===== src/rtl/dec_result_collector.sv =====
// Result collector behind the SECDED decoder: buffers decode results in a small
// FIFO, hands them out over valid/ready and keeps saturating error statistics.
module dec_result_collector #(
  parameter int DATA_WIDTH = 32,
  parameter int FIFO_DEPTH = 4,
  parameter int CNT_WIDTH  = 16
) (
  input  logic                          clk,
  input  logic                          rst,
  input  logic                          in_valid,
  input  logic [DATA_WIDTH-1:0]         in_data,
  input  logic [1:0]                    in_num_of_errors,
  input  logic [1:0]                    in_codeword_width,
  output logic                          in_ready,
  output logic                          out_valid,
  input  logic                          out_ready,
  output logic [DATA_WIDTH-1:0]         out_data,
  output logic [1:0]                    out_num_of_errors,
  output logic [1:0]                    out_codeword_width,
  output logic [$clog2(FIFO_DEPTH):0]   fifo_count,
  output logic [CNT_WIDTH-1:0]          corrected_cnt,
  output logic [CNT_WIDTH-1:0]          uncorrectable_cnt,
  output logic                          overflow,
  input  logic                          clear_stats
);

  localparam int PW = $clog2(FIFO_DEPTH);
  localparam int CW = PW + 1;
  localparam logic [PW-1:0]        PTR_ONE = PW'(1);
  localparam logic [CW-1:0]        CNT_ONE = CW'(1);
  localparam logic [CW-1:0]        DEPTH_C = CW'(FIFO_DEPTH);
  localparam logic [CNT_WIDTH-1:0] STAT_ONE = CNT_WIDTH'(1);
  localparam logic [CNT_WIDTH-1:0] STAT_MAX = {CNT_WIDTH{1'b1}};

  logic [DATA_WIDTH-1:0] data_mem_q  [FIFO_DEPTH];
  logic [1:0]            code_mem_q  [FIFO_DEPTH];
  logic [1:0]            width_mem_q [FIFO_DEPTH];

  logic [PW-1:0]        wr_ptr_q, wr_ptr_d, rd_ptr_q, rd_ptr_d;
  logic [CW-1:0]        count_q, count_d;
  logic [CNT_WIDTH-1:0] corr_q, corr_d, unc_q, unc_d;
  logic                 ovf_q, ovf_d;
  logic                 push_s, pop_s;

  assign in_ready          = (count_q != DEPTH_C);
  assign out_valid         = (count_q != '0);
  assign fifo_count        = count_q;
  assign corrected_cnt     = corr_q;
  assign uncorrectable_cnt = unc_q;
  assign overflow          = ovf_q;

  // Head entry, forced to zero whenever nothing is stored
  always_comb begin
    if (out_valid) begin
      out_data           = data_mem_q[rd_ptr_q];
      out_num_of_errors  = code_mem_q[rd_ptr_q];
      out_codeword_width = width_mem_q[rd_ptr_q];
    end else begin
      out_data           = '0;
      out_num_of_errors  = 2'b00;
      out_codeword_width = 2'b00;
    end
  end

  // Next-state for pointers, occupancy and statistics
  always_comb begin
    push_s   = in_valid & in_ready;
    pop_s    = out_valid & out_ready;
    wr_ptr_d = wr_ptr_q;
    rd_ptr_d = rd_ptr_q;
    count_d  = count_q;
    if (push_s) begin
      wr_ptr_d = wr_ptr_q + PTR_ONE;
    end else begin
      wr_ptr_d = wr_ptr_q;
    end
    if (pop_s) begin
      rd_ptr_d = rd_ptr_q + PTR_ONE;
    end else begin
      rd_ptr_d = rd_ptr_q;
    end
    case ({push_s, pop_s})
      2'b10:   count_d = count_q + CNT_ONE;
      2'b01:   count_d = count_q - CNT_ONE;
      default: count_d = count_q;
    endcase

    // Clear first so a same-cycle event lands on top of the cleared value
    if (clear_stats) begin
      corr_d = '0;
      unc_d  = '0;
      ovf_d  = 1'b0;
    end else begin
      corr_d = corr_q;
      unc_d  = unc_q;
      ovf_d  = ovf_q;
    end
    if (in_valid & ~in_ready) begin
      ovf_d = 1'b1;
    end else begin
      ovf_d = ovf_d;
    end
    if (push_s) begin
      case (in_num_of_errors)
        2'b01:        if (corr_d != STAT_MAX) corr_d = corr_d + STAT_ONE; else corr_d = corr_d;
        2'b10, 2'b11: if (unc_d != STAT_MAX) unc_d = unc_d + STAT_ONE; else unc_d = unc_d;
        default:      corr_d = corr_d;
      endcase
    end else begin
      corr_d = corr_d;
    end
  end

  // Control and statistics registers
  always_ff @(posedge clk) begin
    if (rst) begin
      wr_ptr_q <= '0;
      rd_ptr_q <= '0;
      count_q  <= '0;
      corr_q   <= '0;
      unc_q    <= '0;
      ovf_q    <= 1'b0;
    end else begin
      wr_ptr_q <= wr_ptr_d;
      rd_ptr_q <= rd_ptr_d;
      count_q  <= count_d;
      corr_q   <= corr_d;
      unc_q    <= unc_d;
      ovf_q    <= ovf_d;
    end
  end

  // Entry storage; never read while empty, so it carries no reset
  always_ff @(posedge clk) begin
    if (push_s && !rst) begin
      data_mem_q[wr_ptr_q]  <= in_data;
      code_mem_q[wr_ptr_q]  <= in_num_of_errors;
      width_mem_q[wr_ptr_q] <= in_codeword_width;
    end
  end

endmodule

===== config.mk =====
export PLATFORM = sky130hd
export DESIGN_NAME = dec_result_collector
export DESIGN_NICKNAME = d
export VERILOG_FILES = /design/src/rtl/dec_result_collector.sv
export SDC_FILE = /design/constraint.sdc
export NUM_CORES = 1
export LEC_CHECK = 0
export CORE_MARGIN = 5
export CORE_UTILIZATION = 58
export DETAILED_ROUTE_END_ITERATION = 10
export PLACE_DENSITY_LB_ADDON = 0.3
export SYNTH_ARGS = -nofsm -noshare
export SYNTH_HDL_FRONTEND = slang
export SYNTH_SLANG_ARGS = --single-unit

===== constraint.sdc =====
create_clock -name clk -period 10.1 [get_ports clk]
set_input_delay 1.01 -clock clk [delete_from_list [all_inputs] [get_ports clk]]
set_output_delay 1.01 -clock clk [all_outputs]
set_load 0.1 [all_outputs]

### Yosys cells after proc, flatten, opt, wreduce, memory -nomap -nowiden

Memories as Yosys holds them, arrays and structs flattened. A register that Yosys moved wholly into a read port is not among the register bits.
Cells that the tools add are included.

| cells by class | value |
|---|---|
| bitwise operators | 4 |
| reductions and logical operators | 6 |
| eq/ne operators | 8 |
| muxes and demuxes | 22 |
| add/subtract/negate cells | 6 |

Operators with widths:

| operator | count |
|---|---|
| $mux W16 | 8 |
| $add A16 B1 Y16 const B | 2 |
| $mux W32 | 1 |
| $ne A16 B16 Y1 const B | 2 |
| $mux W2 | 8 |
| $eq A2 B2 Y1 const B | 3 |
| $pmux W3 S2 | 1 |
| $add A2 B1 Y2 const B | 2 |
| $eq A2 B1 Y1 const B | 2 |
| $mux W1 | 4 |
| $reduce_bool A2 Y1 | 2 |
| $add A3 B1 Y3 const B | 1 |
| $and A1 B1 Y1 | 3 |
| $ne A3 B3 Y1 const B | 1 |
| $reduce_bool A3 Y1 | 1 |
| $sub A3 B1 Y3 const B | 1 |
| $reduce_or A2 Y1 | 1 |
| $logic_and A1 B1 Y1 | 1 |
| $logic_not A1 Y1 | 1 |
| $not A1 Y1 | 1 |

| storage, ports and cells | value |
|---|---|
| output and inout port bits | 74 |
| register bits after elaboration | 40 |
| RAM bits | 144 |
| bits of input ports | 41 |
| memories kept | 3 |
| logic and storage cells | 55 |

Memory list:

| memory | words | width | read ports | clocked after Yosys merged registers in | write ports | line | RTL |
|---|---|---|---|---|---|---|---|
| data_mem_q | 4 | 32 | 1 | 1 | 1 | 35 | `logic [DATA_WIDTH-1:0] data_mem_q [FIFO_DEPTH];` |
| code_mem_q | 4 | 2 | 1 | 1 | 1 | 36 | `logic [1:0] code_mem_q [FIFO_DEPTH];` |
| width_mem_q | 4 | 2 | 1 | 1 | 1 | 37 | `logic [1:0] width_mem_q [FIFO_DEPTH];` |

### Logic depth before layout (Yosys ltp)

| logic depth | value |
|---|---|
| depth in word-level cells | 5 |
| mapped depth | 9 |
| depth with buffers taken out | 9 |

### Worst setup path before layout

Ideal clock, no wire load.

| path | value |
|---|---|
| path type | flip-flop to flip-flop |
| start | reg count_q[0] (netlist: fifo_count[0]) |
| end | mem code_mem_q[0][0], enable pin |
| slack | 4.936 ns |
| cell stages (with the launch flop) | 5 |
| library setup time | 0.482 ns |
| arrival time | 4.682 ns |
| cells stage by stage | dfxtp_1 -> nor3b_2 -> inv_2 -> nand2_1 -> nor3b_1 |

| on the way | value |
|---|---|
| cells in the longest elaborated chain, start to end | 5 |

Ends and longest elaborated chain:

| element | line | RTL |
|---|---|---|
| start, declared | 40 | `logic [CW-1:0] count_q, count_d;` |
| start signal, assigned | 126 | `count_q <= count_d;` |
| $ne A3 B3 Y1 | 45 | `assign in_ready = (count_q != DEPTH_C);` |
| via in_ready | 14 | `output logic in_ready,` |
| $and A1 B1 Y1 | 67 | `push_s = in_valid & in_ready;` |
| $logic_and A1 B1 Y1 | 135 | `if (push_s && !rst) begin` |
| $mux W1 | 135 |  |
| $mux W1 (implied by the code) | 137 | `code_mem_q[wr_ptr_q] <= in_num_of_errors;` |
| end, declared | 36 |  |

The timed path passes the listed nets, and every way through them passes these cells.

==> impl_metrics.tcl <==
set metrics [dict create \
    synthesis.instances 457 \
    layout.nets 630 \
    clock_skew_ns 0.00728 \
    dp_hpwl_mm 9.94 \
    clk_path_buf_depth 2 \
    routedWlPerCell_um 19.8 \
    synth_ff_type "edfxtp_1" \
    fin_tns_setup_ns 0 \
    synth_area_leaders "edfxtp_1 (58%), dfxtp_1 (11%), mux4_2 (11%)" \
    core_um2 12600 \
    wirelength_mm 15.2 \
    yosysTopAreaCellShare 0.578 \
    first_global_vias 4659 \
    overflow 0 \
    gp_congestion 0.844 \
    relSlewSlack 0.322 \
    io_buffers 114 \
    leakage_nw 3.07 \
    worstSetupStartpointType "flip-flop" \
    cts_tree "built" \
    area_delta_synth_final_pct 26.3 \
    ant_nets 0 \
    die_h_um 124 \
    drt-initial-drc-count 314 \
    crit_fanout 20 \
    arrival_ns 3.37 \
    diodes 0 \
    synth.yosys.seq_area_share 0.690 \
    ctsResizeCount 0 \
    final-setup-viol-count 0 \
    finalHoldViolations 0 \
    period_share 0.434 \
    synth-async-reset-ratio 0 \
    post-place-ws_ns 6.11 \
    std_cell_rows 41 \
    yosysMostFrequentCell "edfxtp_1" \
    status "complete, no violations" \
    first_pass_iters 5 \
    num_vias 4417 \
    fp.dieW_um 124 \
    synthTopCellsByCount "edfxtp_1 (144), dfxtp_1 (42), and2_1 (37)" \
    worst_ep_required_time_ns 9.09 \
    drc_errors 0 \
    postCtsSetupBuffers 0 \
    fmax_ghz 0.228 \
    ys_types 55 \
    path_class "reg -> out" \
    fin_ws_ns 5.72 \
    initial_utilization 0.593 \
    htree_levels 4 \
    grt_pass1_wl_mm 24.2 \
    grt_usage 0.213 \
    yosys_warnings 0 \
    path_clk_slew_ns 0.07 \
    crit_path_end_kind "output port" \
    maxSlewViolCount 0 \
    min_path_type "reg -> reg" \
    cts_num_sinks 186 \
    synth.net_count 504 \
    grt_antenna_before_repair 0 \
    fillCellCount 818 \
    irDropWorstVdd_mv 0.190 \
    stdcell_count 768 \
    maxCapViolCount 0 \
    cts.root.buffer_cell "clkbuf_16" \
    powerDensity_nw_per_um2 297 \
    drive_above_1_share 0.163 \
    total_power_mw 2.80 \
    insertion_delay_ns 0.43 \
    grt_max_degree 37 \
    vias_per_cell 5.75 \
    avgSynthCellArea_um2 16.4 \
    grt_setup_unrepaired "false" \
    numCtsBuffers 17 \
    tightest_slew_ns 1.01 \
    dp.cells 736 \
    floorplan.io_pins 115 \
    ctsHoldBuffers 0 \
    synth_edf_count 144 \
    synth_seq_cells 186 \
    die_area_um2 15300 \
    period_minus_slack_ns 4.38 \
    synth_top_area_cell "edfxtp_1" \
    syn-cell-area_um2 7480 \
]
-- area by class of cell --
cell class                 instances  area [um^2]  share of cell area
multi-input combinational        242         2220               0.235
clock inverter                    13          144              0.0152
clock buffer                      19          443              0.0469
inverter                          13         48.8             0.00516
tap                              172          215              0.0228
timing repair buffer             123         1210               0.128
sequential                       186         5170               0.547
-- cells by family (layout without fill, tap and decap cells) --
group	after synthesis	after routing	share of synthesized area
compound gates	41	41	0.0385
xor+xnor	18	18	0.0211
fa+ha+maj	6	6	0.0110
buf+inv	29	168	0.0154
flops	186	186	0.690
mux	37	37	0.110
simple gates	140	140	0.114
-- stage by stage --
step           hold WS (ns)   util  area [um^2]
2_1_floorplan         0.469      -         7480
3_3_place_gp          0.460  0.702         8860
3_5_place_dp          0.470  0.702         8860
4_1_cts               0.482  0.749         9450
5_1_grt               0.525  0.749         9450
6_report              0.489  0.749         9450
-- power by group --
group	internal, mW	leakage [nW]	switching [mW]
clock	0.372	0.272	0.275
sequential	0.871	1.65	0.0434
combinational	0.333	1.15	0.910
-- state kept, by name, summed over array words and instances, names as in the netlist, named ones only --
signal and cells:
corrected_cnt 16, fifo_count 3, code_mem_q 8, overflow 1, uncorrectable_cnt 16, rd_ptr_q 2
wr_ptr_q 2, width_mem_q 8, data_mem_q 128
-- per-layer routing --
metal	vias up	global-route usage	routed length, um
met2	154	0.352	7860
li1	2023	-	-
met4	0	0.0775	258
met3	21	0.0495	967
met5	-	0	0
met1	2219	0.279	6110
-- final timing paths --
check,start,endpoint,slack (ns),cells after the start
worst max-delay path,flip-flop,out_num_of_errors[0],5.72,4
worst min-delay path,uncorrectable_cnt[10],uncorrectable_cnt[10],0.49,2
worst max register to register,fifo_count[2],fifo_count[2],7.44,9
worst min register to register,uncorrectable_cnt[10],uncorrectable_cnt[10],0.49,2
-- critical path, cell delays in order, from the launching register on --
cell	delay (ns)
dfxtp_2	0.70
buf_4	0.49
mux4_2	0.57
and2_1	0.18
clkdlybuf4s50_1	0.99
-- cells in the final DEF, fill, tap and decap left out, types with 4 or more instances in the layout --
cell,count
nor2b_1,5
nor3b_2,5
clkinvlp_4,4
a31oi_1,5
edfxtp_1,144
xor2_1,7
nand2_1,18
a21oi_1,10
inv_1,11
a211oi_1,5
and2_1,37
xnor2_1,11
nor2_1,29
clkbuf_16,17
mux4_2,36
buf_4,9
nand3_1,11
o21ai_0,4
ha_1,5
clkdlybuf4s50_1,114
nor4_1,4
dfxtp_1,40
and3_1,4
No activity file was read; power rests on OpenSTA's default activity.
